File: config.mk
export PLATFORM = sky130hd
export DESIGN_NAME = bp_me_dram_cmd_arbiter
export DESIGN_NICKNAME = d
export VERILOG_FILES = /design/src/rtl/bp_me_pkg.sv /design/src/rtl/bsg_arb_round_robin.sv /design/src/rtl/bp_me_dram_cmd_arbiter.sv
export SDC_FILE = /design/constraint.sdc
export NUM_CORES = 1
export LEC_CHECK = 0
export BUFFER_PORTS_ARGS = -buffer_cell sky130_fd_sc_hd__buf_2
export CAP_MARGIN = 20
export CORE_AREA = 2 2 187 189
export DETAILED_ROUTE_END_ITERATION = 7
export DIE_AREA = 0 0 189 191
export GPL_TIMING_DRIVEN = 0
export MAX_ROUTING_LAYER = met4
export PLACE_DENSITY = 0.38
export SLEW_MARGIN = 20
export SYNTH_ARGS = -nofsm -noshare
export SYNTH_HDL_FRONTEND = slang
export SYNTH_SLANG_ARGS = --single-unit
File: constraint.sdc
create_clock -name mem_clk_i -period 4.7 [get_ports mem_clk_i]
set_clock_uncertainty 0.05 [all_clocks]
set_input_delay 0.94 -clock mem_clk_i [delete_from_list [all_inputs] [get_ports mem_clk_i]]
set_output_delay 0.94 -clock mem_clk_i [all_outputs]
set_load 0.02 [all_outputs]
File: src/rtl/bp_me_pkg.sv
// Shared definitions for the memory-engine DRAM command arbiter:
// header length field position, arbiter state encoding and a safe clog2.
package bp_me_pkg;

    // Header length field sits in the low bits of the first flit.
    localparam int unsigned hdr_len_lsb_gp = 0;

    typedef enum logic {
        e_arb_idle  = 1'b0,
        e_arb_burst = 1'b1
    } arb_state_e;

    // clog2 that never returns 0, so a single-entry index is still one bit wide.
    function automatic int unsigned safe_clog2(input int unsigned n);
        return (n > 1) ? $clog2(n) : 1;
    endfunction

endpackage

File: src/rtl/bsg_arb_round_robin.sv
// Round-robin arbiter: grants the first requester after the last winner.
// Ports:
//   clk, rst_n : clock, synchronous active-low reset
//   reqs       : per-requester request vector
//   hold       : freeze the pointer and suppress new grants (burst in progress)
//   yumi       : the current grant was consumed; advance the pointer to it
//   grants_c   : one-hot grant (combinational)
//   tag_c      : index of the granted requester (combinational)
//   v_c        : some requester is granted (combinational)
module bsg_arb_round_robin
    import bp_me_pkg::*;
#(
    parameter int unsigned width_p     = 4,
    parameter int unsigned tag_width_p = safe_clog2(width_p)
) (
    input  logic                   clk,
    input  logic                   rst_n,
    input  logic [width_p-1:0]     reqs,
    input  logic                   hold,
    input  logic                   yumi,
    output logic [width_p-1:0]     grants_c,
    output logic [tag_width_p-1:0] tag_c,
    output logic                   v_c
);

    logic [tag_width_p-1:0] last_r;
    logic [31:0]            idx;

    // Pointer resets to the last requester so requester 0 has first priority.
    always_ff @(posedge clk) begin
        if (!rst_n) begin
            last_r <= tag_width_p'(width_p - 1);
        end else if (yumi && !hold) begin
            last_r <= tag_c;
        end
    end

    // Scan from last_r+1 around to last_r; first hit wins.
    always_comb begin
        tag_c = '0;
        v_c   = 1'b0;
        idx   = '0;
        if (!hold) begin
            for (int unsigned i = 1; i <= width_p; i++) begin
                idx = (32'(last_r) + i) % width_p;
                if (!v_c && reqs[tag_width_p'(idx)]) begin
                    v_c   = 1'b1;
                    tag_c = tag_width_p'(idx);
                end
            end
        end
        grants_c = v_c ? (width_p'(1) << tag_c) : '0;
    end

endmodule

File: src/rtl/bp_me_dram_cmd_arbiter.sv
// Shares the DRAM command link among num_src_p memory-command sources.
// Round-robin at packet granularity, grant held for all flits of a burst,
// per-source outstanding-command limit, responses routed back by source id.
// Ports:
//   mem_clk_i, mem_reset_n_i         : clock, synchronous active-low reset
//   cmd_v_i/cmd_data_i/cmd_ready_o   : per-source command flits in
//   dram_cmd_v_o/_data_o/_src_o/_ready_i : granted flit out with source tag
//   dram_resp_v_i/_data_i/_src_i/_ready_o: single-flit responses in
//   resp_v_o/resp_data_o/resp_ready_i: one-hot response out, data broadcast
//   error_o                          : sticky protocol error
module bp_me_dram_cmd_arbiter
    import bp_me_pkg::*;
#(
    parameter int unsigned num_src_p    = 4,
    parameter int unsigned flit_width_p = 64,
    parameter int unsigned len_width_p  = 4,
    parameter int unsigned max_out_p    = 8,
    parameter int unsigned src_width_p  = safe_clog2(num_src_p)
) (
    input  logic                              mem_clk_i,
    input  logic                              mem_reset_n_i,
    input  logic [num_src_p-1:0]              cmd_v_i,
    input  logic [num_src_p*flit_width_p-1:0] cmd_data_i,
    output logic [num_src_p-1:0]              cmd_ready_o,
    output logic                              dram_cmd_v_o,
    output logic [flit_width_p-1:0]           dram_cmd_data_o,
    output logic [src_width_p-1:0]            dram_cmd_src_o,
    input  logic                              dram_cmd_ready_i,
    input  logic                              dram_resp_v_i,
    input  logic [flit_width_p-1:0]           dram_resp_data_i,
    input  logic [src_width_p-1:0]            dram_resp_src_i,
    output logic                              dram_resp_ready_o,
    output logic [num_src_p-1:0]              resp_v_o,
    output logic [flit_width_p-1:0]           resp_data_o,
    input  logic [num_src_p-1:0]              resp_ready_i,
    output logic                              error_o
);

    localparam int unsigned cnt_width_lp = $clog2(max_out_p + 1);

    arb_state_e                state_r, state_n;
    logic [src_width_p-1:0]    src_r, src_n, sel;
    logic [len_width_p-1:0]    rem_r, rem_n, hdr_len;
    logic [cnt_width_lp-1:0]   count_r [num_src_p];
    logic [flit_width_p-1:0]   flits   [num_src_p];
    logic [flit_width_p-1:0]   sel_flit;
    logic [num_src_p-1:0]      eligible, arb_grants, zero_hit;
    logic [src_width_p-1:0]    arb_tag;
    logic                      arb_v, hdr_hs, resp_hs, resp_src_ok, err_r;

    // Unpack the flattened per-source command flits.
    for (genvar g = 0; g < num_src_p; g++) begin : g_flit
        assign flits[g] = cmd_data_i[g*flit_width_p +: flit_width_p];
    end

    // During a burst the latched source is connected; otherwise the arbiter winner.
    assign sel             = (state_r == e_arb_burst) ? src_r : arb_tag;
    assign sel_flit        = flits[sel];
    assign hdr_len         = sel_flit[hdr_len_lsb_gp +: len_width_p];
    assign dram_cmd_data_o = sel_flit;
    assign dram_cmd_src_o  = sel;

    bsg_arb_round_robin #(
        .width_p     (num_src_p),
        .tag_width_p (src_width_p)
    ) u_arb (
        .clk      (mem_clk_i),
        .rst_n    (mem_reset_n_i),
        .reqs     (eligible),
        .hold     (state_r == e_arb_burst),
        .yumi     (hdr_hs),
        .grants_c (arb_grants),
        .tag_c    (arb_tag),
        .v_c      (arb_v)
    );

    // FSM state and burst bookkeeping.
    always_ff @(posedge mem_clk_i) begin
        if (!mem_reset_n_i) begin
            state_r <= e_arb_idle;
            src_r   <= '0;
            rem_r   <= '0;
        end else begin
            state_r <= state_n;
            src_r   <= src_n;
            rem_r   <= rem_n;
        end
    end

    // Next state and command-side handshake; everything quiet while in reset.
    always_comb begin
        state_n      = state_r;
        src_n        = src_r;
        rem_n        = rem_r;
        dram_cmd_v_o = 1'b0;
        cmd_ready_o  = '0;
        hdr_hs       = 1'b0;
        if (mem_reset_n_i) begin
            case (state_r)
                e_arb_idle: begin
                    dram_cmd_v_o = arb_v;
                    cmd_ready_o  = arb_grants & {num_src_p{dram_cmd_ready_i}};
                    hdr_hs       = arb_v & dram_cmd_ready_i;
                    if (hdr_hs && (hdr_len != '0)) begin
                        state_n = e_arb_burst;
                        src_n   = arb_tag;
                        rem_n   = hdr_len;
                    end
                end
                e_arb_burst: begin
                    dram_cmd_v_o        = cmd_v_i[src_r];
                    cmd_ready_o[src_r]  = dram_cmd_ready_i;
                    if (cmd_v_i[src_r] && dram_cmd_ready_i) begin
                        rem_n = rem_r - len_width_p'(1);
                        if (rem_r == len_width_p'(1)) begin
                            state_n = e_arb_idle;
                        end
                    end
                end
                default: state_n = e_arb_idle;
            endcase
        end
    end

    // Response routing; out-of-range ids are swallowed.
    assign resp_src_ok = (32'(dram_resp_src_i) < num_src_p);
    assign resp_data_o = dram_resp_data_i;
    assign resp_hs     = dram_resp_v_i & dram_resp_ready_o;

    always_comb begin
        resp_v_o          = '0;
        dram_resp_ready_o = 1'b0;
        if (mem_reset_n_i) begin
            if (resp_src_ok) begin
                resp_v_o          = num_src_p'(dram_resp_v_i) << dram_resp_src_i;
                dram_resp_ready_o = resp_ready_i[dram_resp_src_i];
            end else begin
                dram_resp_ready_o = 1'b1;
            end
        end
    end

    // Per-source outstanding counters: +1 per header, -1 per response.
    for (genvar g = 0; g < num_src_p; g++) begin : g_cnt
        logic inc, dec, resp_hit;

        assign eligible[g]  = cmd_v_i[g] & (count_r[g] != cnt_width_lp'(max_out_p));
        assign inc          = hdr_hs & (arb_tag == src_width_p'(g));
        assign resp_hit     = resp_hs & resp_src_ok & (dram_resp_src_i == src_width_p'(g));
        assign dec          = resp_hit & (count_r[g] != '0);
        assign zero_hit[g]  = resp_hit & (count_r[g] == '0);

        always_ff @(posedge mem_clk_i) begin
            if (!mem_reset_n_i) begin
                count_r[g] <= '0;
            end else if (inc && !dec) begin
                count_r[g] <= count_r[g] + cnt_width_lp'(1);
            end else if (dec && !inc) begin
                count_r[g] <= count_r[g] - cnt_width_lp'(1);
            end
        end
    end

    // Sticky error: bad response id or response with nothing outstanding.
    always_ff @(posedge mem_clk_i) begin
        if (!mem_reset_n_i) begin
            err_r <= 1'b0;
        end else if ((resp_hs && !resp_src_ok) || (|zero_hit)) begin
            err_r <= 1'b1;
        end
    end

    assign error_o = err_r;

endmodule
# Word level (Yosys, flattened, before mapping)
# Memory sizes are Yosys's and may differ from the RTL's.
# Index checks and enable logic that the tools add are counted.
# op_classes
add_sub_neg	13
magnitude_cmp	8
n_eq_ne	13
shifts	2
muxes	84
bitwise	34
reduce_logical	41
# ops
op	n
$bmux W64 S2	1
$mux W64	2
$mux W4	13
$mux W1	51
$and A1 B1 Y1	22
$reduce_bool A4 Y1	5
$sub A4 B1 Y4 const B	5
$lt A2 B3 Y1 const B	6
$add A4 B1 Y4 const B	4
$logic_not A4 Y1	4
$ne A4 B4 Y1 const B	4
$pmux W4 S2	2
$logic_and A1 B1 Y1	15
$bmux W1 S2	6
$logic_not A1 Y1	12
$mux W2	6
$and A4 B4 Y4	2
$eq A2 B2 Y1 const B	4
$or A1 B1 Y1	8
$add A2 B1 Y2 const B	2
$add A2 B2 Y2 const B	2
$eq A2 B1 Y1 const B	2
$eq A4 B1 Y1 const B	1
$logic_not A2 Y1	2
other kinds (12)	14
# totals
ff_bits	10
mem_bits_rw	16
in_bits	334
output_inout_bits	141
mem_count	1
# memory_table
name	depth	word_bits	rd	rd_clocked_by_memory_dff	write_ports	line	source
count_r	4	4	4	0	4	bp_me_dram_cmd_arbiter.sv:44	logic [cnt_width_lp-1:0] count_r [num_src_p];

# Longest topological paths before layout
# An unclocked memory read counts as a cell.
# logic_depth
word_depth	30
ltp_mapped	15
mapped_depth_nobuf	15

# Cells and area by module
# From an unflattened synthesis, not the netlist that was laid out.
# unflattened
cells_unflattened	758
area_unflattened_um2	4665.7
# modules_own_cells
mod	n_inst	cells_each	area_per_inst_um2	seq_area_each_um2
bp_me_dram_cmd_arbiter	1	731	4443.0	640.6
bsg_arb_round_robin	1	27	222.7	40.0

# Worst setup path after synthesis
# OpenSTA, ideal clock, no wires.
# synth_timing
path_kind	in2out
start	in cmd_v_i[1]
end	out dram_cmd_data_o[10]
t_arrival_ns	3.219
required_time_ns	3.710
setup_slack_ns	0.491
stages	11
n_path_buf	4
path_cell_list	inv_1 -> nor2_2 -> a32o_2 -> a221oi_2 -> o21a_1 -> buf_6 -> buf_2 -> clkbuf_1 -> clkbuf_1 -> nand2_1 -> a31oi_1
# synth_between
elab_chain_len	22
elab_cells_between_ends	31
cone_classes	mux (23); bitwise (2); reduce/logical (6)
# synth_rtl
item	line	source
start: declaration	bp_me_dram_cmd_arbiter.sv:22	input logic [num_src_p-1:0] cmd_v_i,
$and A1 B1 Y1 (*)	bp_me_dram_cmd_arbiter.sv:147	assign eligible[g] = cmd_v_i[g] & (count_r[g] != cnt_width_lp'(max_out_p));
$bmux W1 S2	bsg_arb_round_robin.sv:46	if (!v_c && reqs[tag_width_p'(idx)]) begin
$mux W1 (implied by the code)	bsg_arb_round_robin.sv:46	
$mux W1	bsg_arb_round_robin.sv:46	
$mux W1	bsg_arb_round_robin.sv:43	if (!hold) begin
$logic_not A1 Y1	bsg_arb_round_robin.sv:46	
$logic_and A1 B1 Y1	bsg_arb_round_robin.sv:46	
$mux W1	bsg_arb_round_robin.sv:46	
[... 5 more ...]	-	
$logic_not A1 Y1	bsg_arb_round_robin.sv:46	
$logic_and A1 B1 Y1	bsg_arb_round_robin.sv:46	
$mux W2 (*)	bsg_arb_round_robin.sv:46	
$mux W2 (*)	bsg_arb_round_robin.sv:43	
$mux W2 (*)	bp_me_dram_cmd_arbiter.sv:57	assign sel = (state_r == e_arb_burst) ? src_r : arb_tag;
$not A2 Y3 (implied by the code) (*)	bp_me_dram_cmd_arbiter.sv:58	assign sel_flit = flits[sel];
$bmux W64 S2 (*)	bp_me_dram_cmd_arbiter.sv:58	
$mux W64 (implied by the code) (*) (2 in series)	bp_me_dram_cmd_arbiter.sv:58	
end: declaration	bp_me_dram_cmd_arbiter.sv:26	output logic [flit_width_p-1:0] dram_cmd_data_o,
# Every way passes the cells marked *; elsewhere a longest branch is shown, timed or not. The select of a mux whose other input is x is not followed.

==> out/qor.csv <==
metric;value;unit
ys_async_sr_fraction;0;
seq_area_frac_synth;0.150;
gp_congestion;0.815;
required;3710;ps
avgSynthCellArea;6.98;um^2
grt_pass1_wl;38600;um
synth_enable_flop_cells;16;
postCtsHoldBufs;0;
port_buffers;409;
drtAntennaViolNets;0;
wl;27500;um
status;complete, no violations;
chipHeight;191;um
clock_sinks;26;
synth_cells;651;
coreArea;34100;um^2
routedWlPerCell;18.0;um
hp-class;flop to flop;
grt_pass1_vias;6210;
pwr_density_cell;315;nW/um^2
synth_area;4540;um^2
ys_types;62;
io_pins;475;
clockBufferDepth;2;
cp-end-kind;output pin;
via_per_inst;4.10;
grt_max_degree;15;
fmax;222;MHz
drtIter0Drc;356;
leakagePower;3.63;nW
cts_buffers;3;
first_pass_iters;5;
vias;6260;
tns;0;ps
clk_latency;270;ps
min_period;4500;ps
worstPathMaxFanout;10;
antenna_found_initial;4;
startpoint_type;flop;
htree_levels;1;
drv_slew;0;
worst_pin_slew;879;ps
syn_nets;996;
hold_violations;0;
clkTransAtPathRegs;70;ps
route.detailed.drc;0;
maxCapViolCount;0;
layout-drive-gt1-share;0.515;
period_share;0.957;
cp.arrival;3510;ps
final-setup-viol-count;0;
dp_cells;1515;
clockRootBuffer;clkbuf_16;
synthFlopType;edfxtp_1;
grt.total_usage;0.144;
cts_tree;yes;
die_w;189;um
synth_seq_cells;26;
die_area;36100;um^2
num_rows;68;
dpl_worst_slack;-1090;ps
fillers;3930;
fin_cells;1528;
criticalPathCategory;flop to output pin;
synth_warnings;0;
fin_nets;1414;
whs;436;ps
max_slew_margin;0.409;
rsz0062_at_grt;true;
hpwl;23800;um
areaGrowthSynthToFinish;63.5;%
grt_overflow;0;
peakVddDrop;132;uV
fin_ws;204;ps
initial_core_util;0.133;
-- worst max-delay path, stage by stage, from the launching register on --
cell and delay, ps:
edfxtp_1 440, inv_1 100, ha_1 210, nand3b_1 150, and3_1 240, a32o_2 250
a221oi_4 210, o21a_1 190, buf_6 170, clkbuf_1 480, and2_1 210, a211oi_1 50
a31oi_2 280, buf_2 230
-- power breakdown --
group	total, mW	leakage, nW	switching (mW)	internal [mW]
clock network	0.202	0.0382	0.0859	0.117
logic	1.83	3.35	1.18	0.654
registers	0.310	0.248	0.0362	0.274
total	2.34	3.63	1.30	1.04
-- layout by cell type (no fill, tap or decap), types with 6 or more instances in the layout --
master	n
nand3_1	6
and2_1	63
dfxtp_1	10
or3_1	6
nor2_1	23
clkbuf_2	19
a221oi_1	8
edfxtp_1	16
a31oi_1	61
inv_1	21
ha_1	10
nand2_1	145
clkbuf_1	11
buf_4	76
a211oi_1	61
o21ai_0	6
nor3_1	8
buf_2	413
-- final cells by class --
class / count / area [um^2] / area share
Buffer: 111 / 747 / 0.101
Inverter: 21 / 78.8 / 0.0106
Antenna cell: 5 / 12.5 / 0.00168
Clock buffer: 4 / 78.8 / 0.0106
Multi-Input combinational cell: 493 / 3180 / 0.428
Timing Repair Buffer: 413 / 2080 / 0.280
Sequential cell: 26 / 681 / 0.0916
Tap cell: 455 / 569 / 0.0767
-- cells by family (layout without fill, tap and decap cells) --
logic type	Yosys count	count (layout)	synth area share
flops	26	26	0.150
xor+xnor	3	3	0.00579
compound gates	181	181	0.298
fa+ha+maj	11	11	0.0320
mux	11	11	0.0427
other cells	0	5	0
simple gates	287	287	0.305
buf+inv	132	549	0.167
-- repair_timing --
action	in CTS	in global routing
endpoints found under the setup margin	61	60
pin swaps	1	1
gates resized for setup	32	38
endpoints found under the hold margin	0	0
buffers inserted	1	3
-- registers in the layout (all words and copies together) (netlist names) --
register      cells
count_r          16
error_o           1
rem_r             4
src_r             2
state_r           1
u_arb.last_r      2
-- synth_stat cells (2+ instances only) --
cell type  instances  share of area
nand2_1          145           0.12
a31oi_1           67          0.092
buf_4             67           0.11
a211oi_1          63           0.10
and2_1            63          0.087
clkbuf_1          35          0.029
nor2_1            23          0.019
inv_1             21          0.017
edfxtp_1          16           0.11
dfxtp_1           10          0.044
ha_1              10          0.028
a221oi_1           8          0.015
nor3_1             8         0.0088
nand3_1            6         0.0066
o21ai_0            6         0.0066
or3_1              6         0.0083
a21oi_1            5         0.0055
buf_2              5         0.0055
mux4_2             5          0.025
nand2b_1           5         0.0069
and3_1             4         0.0055
mux2_2             4         0.0099
nand4_1            4         0.0055
nor4_1             4         0.0055
o211ai_1           4         0.0066
a21boi_0           3         0.0050
a21o_1             3         0.0050
and2_0             3         0.0041
buf_1              3         0.0025
nand3b_1           3         0.0050
nor2b_1            3         0.0041
nor3b_1            3         0.0050
a31o_2             2         0.0039
o21a_1             2         0.0033
o22ai_1            2         0.0028
o2bb2ai_1          2         0.0039
o41ai_4            2          0.012
xnor2_1            2         0.0039
-- metrics by stage --
| step | instance area [um^2] | utilization | total power [mW] |
|---|---|---|---|
| floorplan | 4540 | - | 1.37 |
| global placement | 7160 | 0.210 | 2.10 |
| detailed placement | 7160 | 0.210 | 2.10 |
| CTS | 7320 | 0.215 | 2.34 |
| global route | 7420 | 0.218 | 2.50 |
| finish | 7430 | 0.218 | 2.34 |
-- metal layers --
| layer | global-route usage | routed length [um] |
|---|---|---|
| met3 | 0.0228 | 1810 |
| met5 | - | 0 |
| met4 | 0.0252 | 438 |
| met2 | 0.237 | 13200 |
| met1 | 0.189 | 12000 |
-- path summary, 6_finish.rpt --
path | startpoint | end | slack [ps] | cells past startpoint
max | count_r[3][0]$_DFFE_PP_ | dram_cmd_data_o[18] | 200 | 13
min | error_o$_SDFFE_PN0P_ | error_o$_SDFFE_PN0P_ | 440 | 1
max reg2reg | count_r[3][0]$_DFFE_PP_ | rem_r[3]$_SDFFE_PN0P_ | 910 | 12
min reg2reg | error_o$_SDFFE_PN0P_ | error_o$_SDFFE_PN0P_ | 440 | 1
(Power assumes the default switching activity.)
